### config.mk
export PLATFORM = sky130hd
export DESIGN_NAME = uart_tx_arbiter
export DESIGN_NICKNAME = d
export VERILOG_FILES = /design/src/rtl/uart_tx_arbiter.sv
export SDC_FILE = /design/constraint.sdc
export NUM_CORES = 1
export LEC_CHECK = 0
export BUFFER_PORTS_ARGS = -buffer_cell sky130_fd_sc_hd__buf_4
export CORE_MARGIN = 2
export CORE_UTILIZATION = 49
export DETAILED_ROUTE_END_ITERATION = 12
export PLACE_DENSITY = 0.91
export SYNTH_ARGS = -nofsm -noshare
export SYNTH_HDL_FRONTEND = slang
export SYNTH_SLANG_ARGS = --single-unit
### constraint.sdc
create_clock -name clk -period 2.3 [get_ports clk]
set_clock_uncertainty 0.1 [all_clocks]
set_input_delay 0 -clock clk [delete_from_list [all_inputs] [get_ports clk]]
set_output_delay 0 -clock clk [all_outputs]
set_load 0.05 [all_outputs]
### src/rtl/uart_tx_arbiter.sv
// uart_tx_arbiter: round-robin, burst-locked sharing of one UART transmit byte path among NUM_SRC FIFO sources
module uart_tx_arbiter #(
   parameter int NUM_SRC = 4,
   parameter int DATA_WIDTH = 8,
   parameter int MAX_BURST = 16,
   parameter int TERM_EN = 1,
   parameter logic [DATA_WIDTH-1:0] TERM_CHAR = 8'h0A
) (
   input  logic                          clk,
   input  logic                          rst,
   input  logic [NUM_SRC-1:0]            src_empty,
   input  logic [NUM_SRC*DATA_WIDTH-1:0] src_data,
   output logic [NUM_SRC-1:0]            src_read_en,
   output logic                          out_empty,
   output logic [DATA_WIDTH-1:0]         out_data,
   input  logic                          out_read_en,
   output logic [NUM_SRC-1:0]            grant,
   output logic                          busy
);
   localparam int IW = $clog2(NUM_SRC);
   localparam logic [IW:0] NS = (IW+1)'(NUM_SRC);
   localparam logic [IW-1:0] LAST = IW'(NUM_SRC - 1);
   localparam logic [7:0] MB = 8'(MAX_BURST);
   localparam logic [NUM_SRC-1:0] ONE = NUM_SRC'(1);
   typedef enum logic [1:0] {IDLE, REQ, CAPTURE, HOLD} state_t;
   state_t state;
   logic [IW-1:0] rr_ptr, sel, pick;
   logic [IW:0] j;
   logic [7:0] burst_cnt;
   logic valid, found, release_now;
   assign src_read_en = (state == REQ) ? grant : '0;
   assign out_empty = ~valid;
   assign busy = state != IDLE;
   assign release_now = (burst_cnt == MB) || (TERM_EN != 0 && out_data == TERM_CHAR) || src_empty[sel];
   // first non-empty source at or after rr_ptr, wrapping; lowest offset wins
   always_comb begin
      found = 1'b0;
      pick = '0;
      j = '0;
      for (int k = NUM_SRC - 1; k >= 0; k--) begin
         j = {1'b0, rr_ptr} + (IW+1)'(k);
         j = (j >= NS) ? j - NS : j;
         if (!src_empty[j[IW-1:0]]) begin
            found = 1'b1;
            pick = j[IW-1:0];
         end
      end
   end
   // grant/request/capture/hold sequencing with the burst-lock release rules
   always_ff @(posedge clk or posedge rst) begin
      if (rst) begin
         state <= IDLE;
         grant <= '0;
         rr_ptr <= '0;
         sel <= '0;
         burst_cnt <= '0;
         valid <= 1'b0;
         out_data <= '0;
      end else begin
         case (state)
            IDLE: if (found) begin
               grant <= ONE << pick;
               sel <= pick;
               burst_cnt <= '0;
               state <= REQ;
            end
            REQ: state <= CAPTURE;
            CAPTURE: begin
               out_data <= src_data[sel*DATA_WIDTH +: DATA_WIDTH];
               valid <= 1'b1;
               burst_cnt <= burst_cnt + 8'd1;
               state <= HOLD;
            end
            HOLD: if (out_read_en) begin
               valid <= 1'b0;
               if (release_now) begin
                  grant <= '0;
                  rr_ptr <= (sel == LAST) ? '0 : sel + 1'b1;
                  state <= IDLE;
               end else begin
                  state <= REQ;
               end
            end
            default: state <= IDLE;
         endcase
      end
   end
endmodule

==> out/results.ini, run 1 <==
[die]
core_area_mm2 = 0.00310
fp.dieH_um = 61.7
io_pins = 57
die_w_um = 61.7
rows = 20
initial_utilization_pct = 52.5
fp.dieArea_mm2 = 0.00380

[worst_setup_path]
cp_top_family = buffers and inverters
crit_chain = buf_4, mux4_2, dlygate4sd3_1, mux2_2
rrSetupSlack_ps = 160
worstSetupStartpointType = flop
arrival_ps = 2280
crit_path_max_incr_delay_ps = 560
crit_buf_inv = 2
criticalPathCategory = flop to flop
end_kind = flop
cp_max_fo = 11
cp_slowest_cell = dlygate4sd3_1
critPathRequiredTime_ps = 2440

[route]
wl_per_cell_um = 15.7
drc = 0
drtIter0Drc = 43
dr_total_vias = 1390
routed_wl_um = 3990
routed_via_density = 5.45
first_pass_iters = 4
ant_nets = 0

[clock_network]
cts_root_buffer = clkbuf_4
htree_levels = 1
cts.path.max_buffers = 2
ctsResizeCount = 0
cts_tree = built
clk_pin_slew_ps = 150
clock_latency_ps = 330
cts_hold_buf = 4
cts_made_buffers = 3
cts_setup_buffers = 0
cts.sinks = 27

[yosys]
synth-seq-area-share_pct = 41.5
yosys.area.top_type_share_pct = 41.5
synth.distinct_cells = 38
synth_edf_count = 0
async_flop_share_pct = 100
synth_top_cells_by_area = dfrtp_1 (41%), mux4_2 (12%), mux2_2 (7.6%)
synth_flop_cell = dfrtp_1
yosysTopAreaCell = dfrtp_1
ys_seq_elements = 27
ys.warnings.count = 0
syn_area_per_cell_um2 = 11.3
syn_nets = 191
syn-cell-area_mm2 = 0.00163
synth_cells = 144

[finish]
diodes = 0
nets = 259
fillers = 256
drive_above_1_share_pct = 42.2
area_delta_synth_final_pct = 35.6
seq_area_um2 = 676
multi_input_area_um2 = 895

[sta]
rsz0062_at_grt = false
setup_viol = 0
slew_headroom_pct = 58.9
setup_tns_ps = 0
max_freq_mhz = 467
tightest_slew_ps = 617
hold_viol = 0
finalCriticalPeriod_ps = 2140
fin_crit_sh_pct = 93.1
slew_violations = 0

[grt]
grt_overflow = 0
antenna_found_initial = 0
grt_pass1_vias = 1485
grt_pass1_wl_um = 6760
grt_usage_pct = 24.3
grt_max_degree = 28

[placement]
io_buffers = 56
gp_congestion = 0.821
place_hpwl_um = 3170

[power]
leakage_nw = 1.05
peakVddDrop_uv = 712
total_power_w = 0.00276
powerDensity_mw_per_mm2 = 1250

[status]
status = finished, final reports clean

[worst_hold_path]
hp-class = primary input to flop

[flow_run]
max_cap_viol_count = 0

[cell type report]
| cell class | instances | area share [%] |
|---|---|---|
| inverters | 12 | 2.04 |
| clock buffers | 3 | 1.02 |
| repair buffers | 66 | 23.1 |
| multi-input cells | 102 | 40.5 |
| flip-flops and latches | 27 | 30.6 |
| clock inverters | 1 | 0.227 |
| well taps | 44 | 2.49 |
[metal layers]
metal	vias up	share of wire [%]	GRT usage [%]
met3	7	4.7	4.83
met2	39	52	46.6
met5	-	0	0
met1	684	42	28.5
li1	660	-	-
met4	0	1.1	3.34
[through the flow]
| step | util (%) | instances | hold WS (ps) | setup slack [ps] | instance area [um2] |
|---|---|---|---|---|---|
| finish | 71.2 | 255 | 5.40 | 159 | 2210 |
| global route | 71.2 | 255 | 1.58 | 18.4 | 2210 |
| CTS | 70.5 | 253 | 0.140 | 210 | 2190 |
| detailed placement | 68.3 | 245 | -18.4 | 293 | 2120 |
| global placement | 68.3 | 245 | -21.0 | 363 | 2120 |
| floorplan | - | 144 | -47.3 | 291 | 1630 |
[cells in the final DEF (no fill, tap or decap), drive strengths merged, types with 4 or more instances in the layout]
cell	synthesis	final
buf	2	60
dfrtp	27	27
nand3	4	4
mux4	9	9
dlygate4sd3	0	6
nor2	11	11
and3	4	4
xor2	4	4
o21ai	5	5
ha	8	8
nand2	11	11
and2	4	4
nand4	4	4
mux2	13	13
inv	12	12
[where the power goes]
group / leakage, nW / switching (W) / internal (W) / total [W]
Sequential: 0.339 / 0.000168 / 0.000654 / 0.000822
Combinational: 0.698 / 0.000993 / 0.000740 / 0.00173
Clock: 0.0177 / 0.000142 / 0.0000654 / 0.000208
Total: 1.05 / 0.00130 / 0.00146 / 0.00276
[synthesized netlist by cell type, types with 3 or more instances]
| master | number |
|---|---|
| dfrtp_1 | 27 |
| inv_1 | 12 |
| and3_1 | 3 |
| and2_1 | 4 |
| nand4_1 | 4 |
| mux2_2 | 11 |
| nand2_1 | 11 |
| ha_1 | 8 |
| xor2_1 | 4 |
| nand3_1 | 4 |
| nor2_1 | 11 |
| mux4_2 | 9 |
| o21ai_0 | 5 |
[logic make-up (layout without fill, tap and decap cells)]
group                    count (synthesis)  in the layout  share of synthesized area [%]
AO/OA/AOI/OAI                           19             19                           8.37
XOR/XNOR                                 6              6                           3.23
adder cells (fa/ha/maj)                  8              8                           6.14
buffers and inverters                   15             82                           3.61
flip-flops                              27             27                           41.5
multiplexers                            23             23                           22.5
AND/OR/NAND/NOR                         46             46                           14.7
[final timing paths]
| kind | start | depth (start not counted) | endpoint |
|---|---|---|---|
| max | sel[0] | 4 | out_data[7] |
| min | src_data[3] | 3 | out_data[3] |
| max reg2reg | sel[0] | 4 | out_data[7] |
| min reg2reg | out_data[0] | 1 | out_data[0] |
| max in group asynchronous | rst | 4 | grant[1] |
| min in group asynchronous | rst | 4 | out_data[0] |
[registers in the layout (all words and copies together), names as in the netlist]
register,cells
state,2
rr_ptr,2
out_data,8
burst_cnt,8
sel,2
valid,1
grant,4
[worst register-to-register path: cells and delay by family (launching register included)]
| family | cells | cell delay, ps |
|---|---|---|
| buffers and inverters | 2 | 790 |
| multiplexers | 2 | 770 |
| flip-flops | 1 | 400 |
(Power assumes the default switching activity.)
==> inputs of run 2 (changes only) <==
--- a/config.mk
+++ b/config.mk
@@ -6,9 +6,12 @@
 export NUM_CORES = 1
 export LEC_CHECK = 0
 export BUFFER_PORTS_ARGS = -buffer_cell sky130_fd_sc_hd__buf_4
+export CORE_ASPECT_RATIO = 0.7
 export CORE_MARGIN = 2
 export CORE_UTILIZATION = 49
 export DETAILED_ROUTE_END_ITERATION = 12
+export HOLD_SLACK_MARGIN = 0.03
+export MAX_ROUTING_LAYER = met4
 export PLACE_DENSITY = 0.91
 export SYNTH_ARGS = -nofsm -noshare
 export SYNTH_HDL_FRONTEND = slang
==> run 2 against run 1 <==
  * Routed wire length rose by 1.4%
  * Global-route usage rose by 0.28 points
  * Setup slack improved by 120 ps
  * Utilization fell by 2.7 points
  * Maximum frequency rose by 5.7%
  * Sequential power rose by 4.0%
  * Final cell count fell by 4.3%
  * Non-clock buffer count fell by 5
==> out/results.ini, run 2 (same netlist as run 1, synthesis figures left out) <==
[status]
status = finished, final reports clean

[worst_setup_path]
rrSetupSlack_ps = 270
critPathRequiredTime_ps = 2370
cp_slowest_cell = dfrtp_1
end_kind = flop
crit_chain = mux4_2, a211o_1, and3_4, mux2_4
r2r-end = rr_ptr[0]
criticalPathCategory = flop to flop
arrival_ps = 2100
crit_path_max_incr_delay_ps = 640
r2r-start = sel[1]
r2r_cells = 4
worstSetupStartpointType = flop
cp_max_fo = 11

[clock_network]
clock_latency_ps = 280
cts.sinks = 27
cts_root_buffer = clkbuf_8
cts_tree = built
cts.path.max_buffers = 2
clk_pin_slew_ps = 90
cts_made_buffers = 3
htree_levels = 1
cts_setup_buffers = 0

[sta]
max_freq_mhz = 494
hold_viol = 0
finalCriticalPeriod_ps = 2030
tightest_slew_ps = 682
rsz0062_at_grt = false
setup_viol = 0
fin_crit_sh_pct = 88.1
slew_violations = 0
slew_headroom_pct = 54.5
setup_tns_ps = 0

[route]
first_pass_iters = 4
dr.max_layer_used = met4
ant_nets = 0
dr_wl_met2_um = 1960
drtIter0Drc = 120
routed_wl_um = 4050
drc = 0
routed_via_density = 5.66
dr_total_vias = 1382
wl_per_cell_um = 16.6
route.layer.met1.wl_um = 1880
met3_length_um = 194

[power]
power.switching_w = 0.00131
p_comb_share_pct = 59.6
swShare_pct = 46.9
leakage_nw = 1.04
p_int_w = 0.00149
powerDensity_mw_per_mm2 = 1290
total_power_w = 0.00280
peakVddDrop_uv = 650
p_clk_share_pct = 9.9
seqPwrFrac_pct = 30.6

[finish]
fillers = 237
drive_above_1_share_pct = 42.2
layout_common_cells = buf_4 (59), dfrtp_1 (27), inv_1 (12)
nets = 254
diodes = 0
mostFrequentLayoutCell = buf_4
post-route-util_pct = 68.5
area_delta_synth_final_pct = 33.3
largest_registers = burst_cnt x8, out_data x8, grant x4

[die]
fp.dieArea_mm2 = 0.00381
initial_utilization_pct = 51.4
core_area_mm2 = 0.00317
rows = 17
io_pins = 57
fp.dieH_um = 52.2
die_w_um = 72.9

[worst_hold_path]
holdPathStages = 4
hold_end = grant[3]
hp-class = primary input to flop
hold_path.startpoint = src_empty[2]

[grt]
grt_max_degree = 19
grt_overflow = 0
grt_pass1_vias = 1419
antenna_found_initial = 0
grt_pass1_wl_um = 6690
grt_usage_pct = 24.6

[placement]
io_buffers = 56
gp_congestion = 0.829
place_hpwl_um = 3220

[flow_run]
max_cap_viol_count = 0

[run 2: cell count changes in the layout (fill, tap and decap cells not counted), sizes merged]
cell	previous run	this run
buf	60	59
clkbuf	3	4
clkinv	1	0
dlygate4sd3	6	2
[run 2: worst max-delay path: cells and delay by family, from the launching register on]
family / cells / cell delay [ps]
multiplexers: 2 / 680
AND/OR/NAND/NOR: 1 / 210
AO/OA/AOI/OAI: 1 / 290
flip-flops: 1 / 640
[run 2: layout make-up]
cell class                      instances  area, um2  share of cell area (%)
Sequential cell                        27        676                    31.1
Inverter                               12       45.0                    2.07
Clock buffer                            4       45.0                    2.07
Timing Repair Buffer                   61        463                    21.3
Multi-Input combinational cell        102        895                    41.2
Tap cell                               38       47.5                    2.19
[run 2: metal layers]
layer / GRT usage [%] / vias up
met3: 5.77 / 2
met4: 3.09 / 0
met5: - / -
met2: 42.1 / 41
li1: - / 654
met1: 31.0 / 685
[run 2: what timing repair did]
action	CTS	global route
resized for setup	0	0
hold endpoints to repair	18	0
endpoints found under the setup margin	0	0
hold buffers	2	0
[run 2: power by group through the flow]
stage,Clock (W),Sequential [W],Combinational [W]
after floorplan,0,0.00111,0.000927
after global placement,0,0.000842,0.00161
after detailed placement,0,0.000858,0.00167
after CTS,0.000279,0.000851,0.00167
after global routing,0.000302,0.000884,0.00179
final,0.000277,0.000855,0.00167
[run 2: worst max-delay path by stage]
stage	from	to	slack (ps)
floorplan	state[0]	grant[3]	290
global placement	burst_cnt[0]	rr_ptr[0]	360
detailed placement	sel[1]	rr_ptr[0]	290
CTS	sel[1]	rr_ptr[0]	260
global route	sel[1]	rr_ptr[1]	170
finish	sel[1]	rr_ptr[0]	270
[run 2: stage by stage]
step / instance area [um2] / hold slack [ps] / cells / worst slack, ps
after floorplan: 1630 / -47.3 / 144 / 291
after global placement: 2110 / 23.7 / 238 / 359
after detailed placement: 2110 / 40.2 / 238 / 291
after CTS: 2170 / 57.1 / 244 / 263
after global routing: 2170 / 69.8 / 244 / 166
final: 2170 / 67.3 / 244 / 275
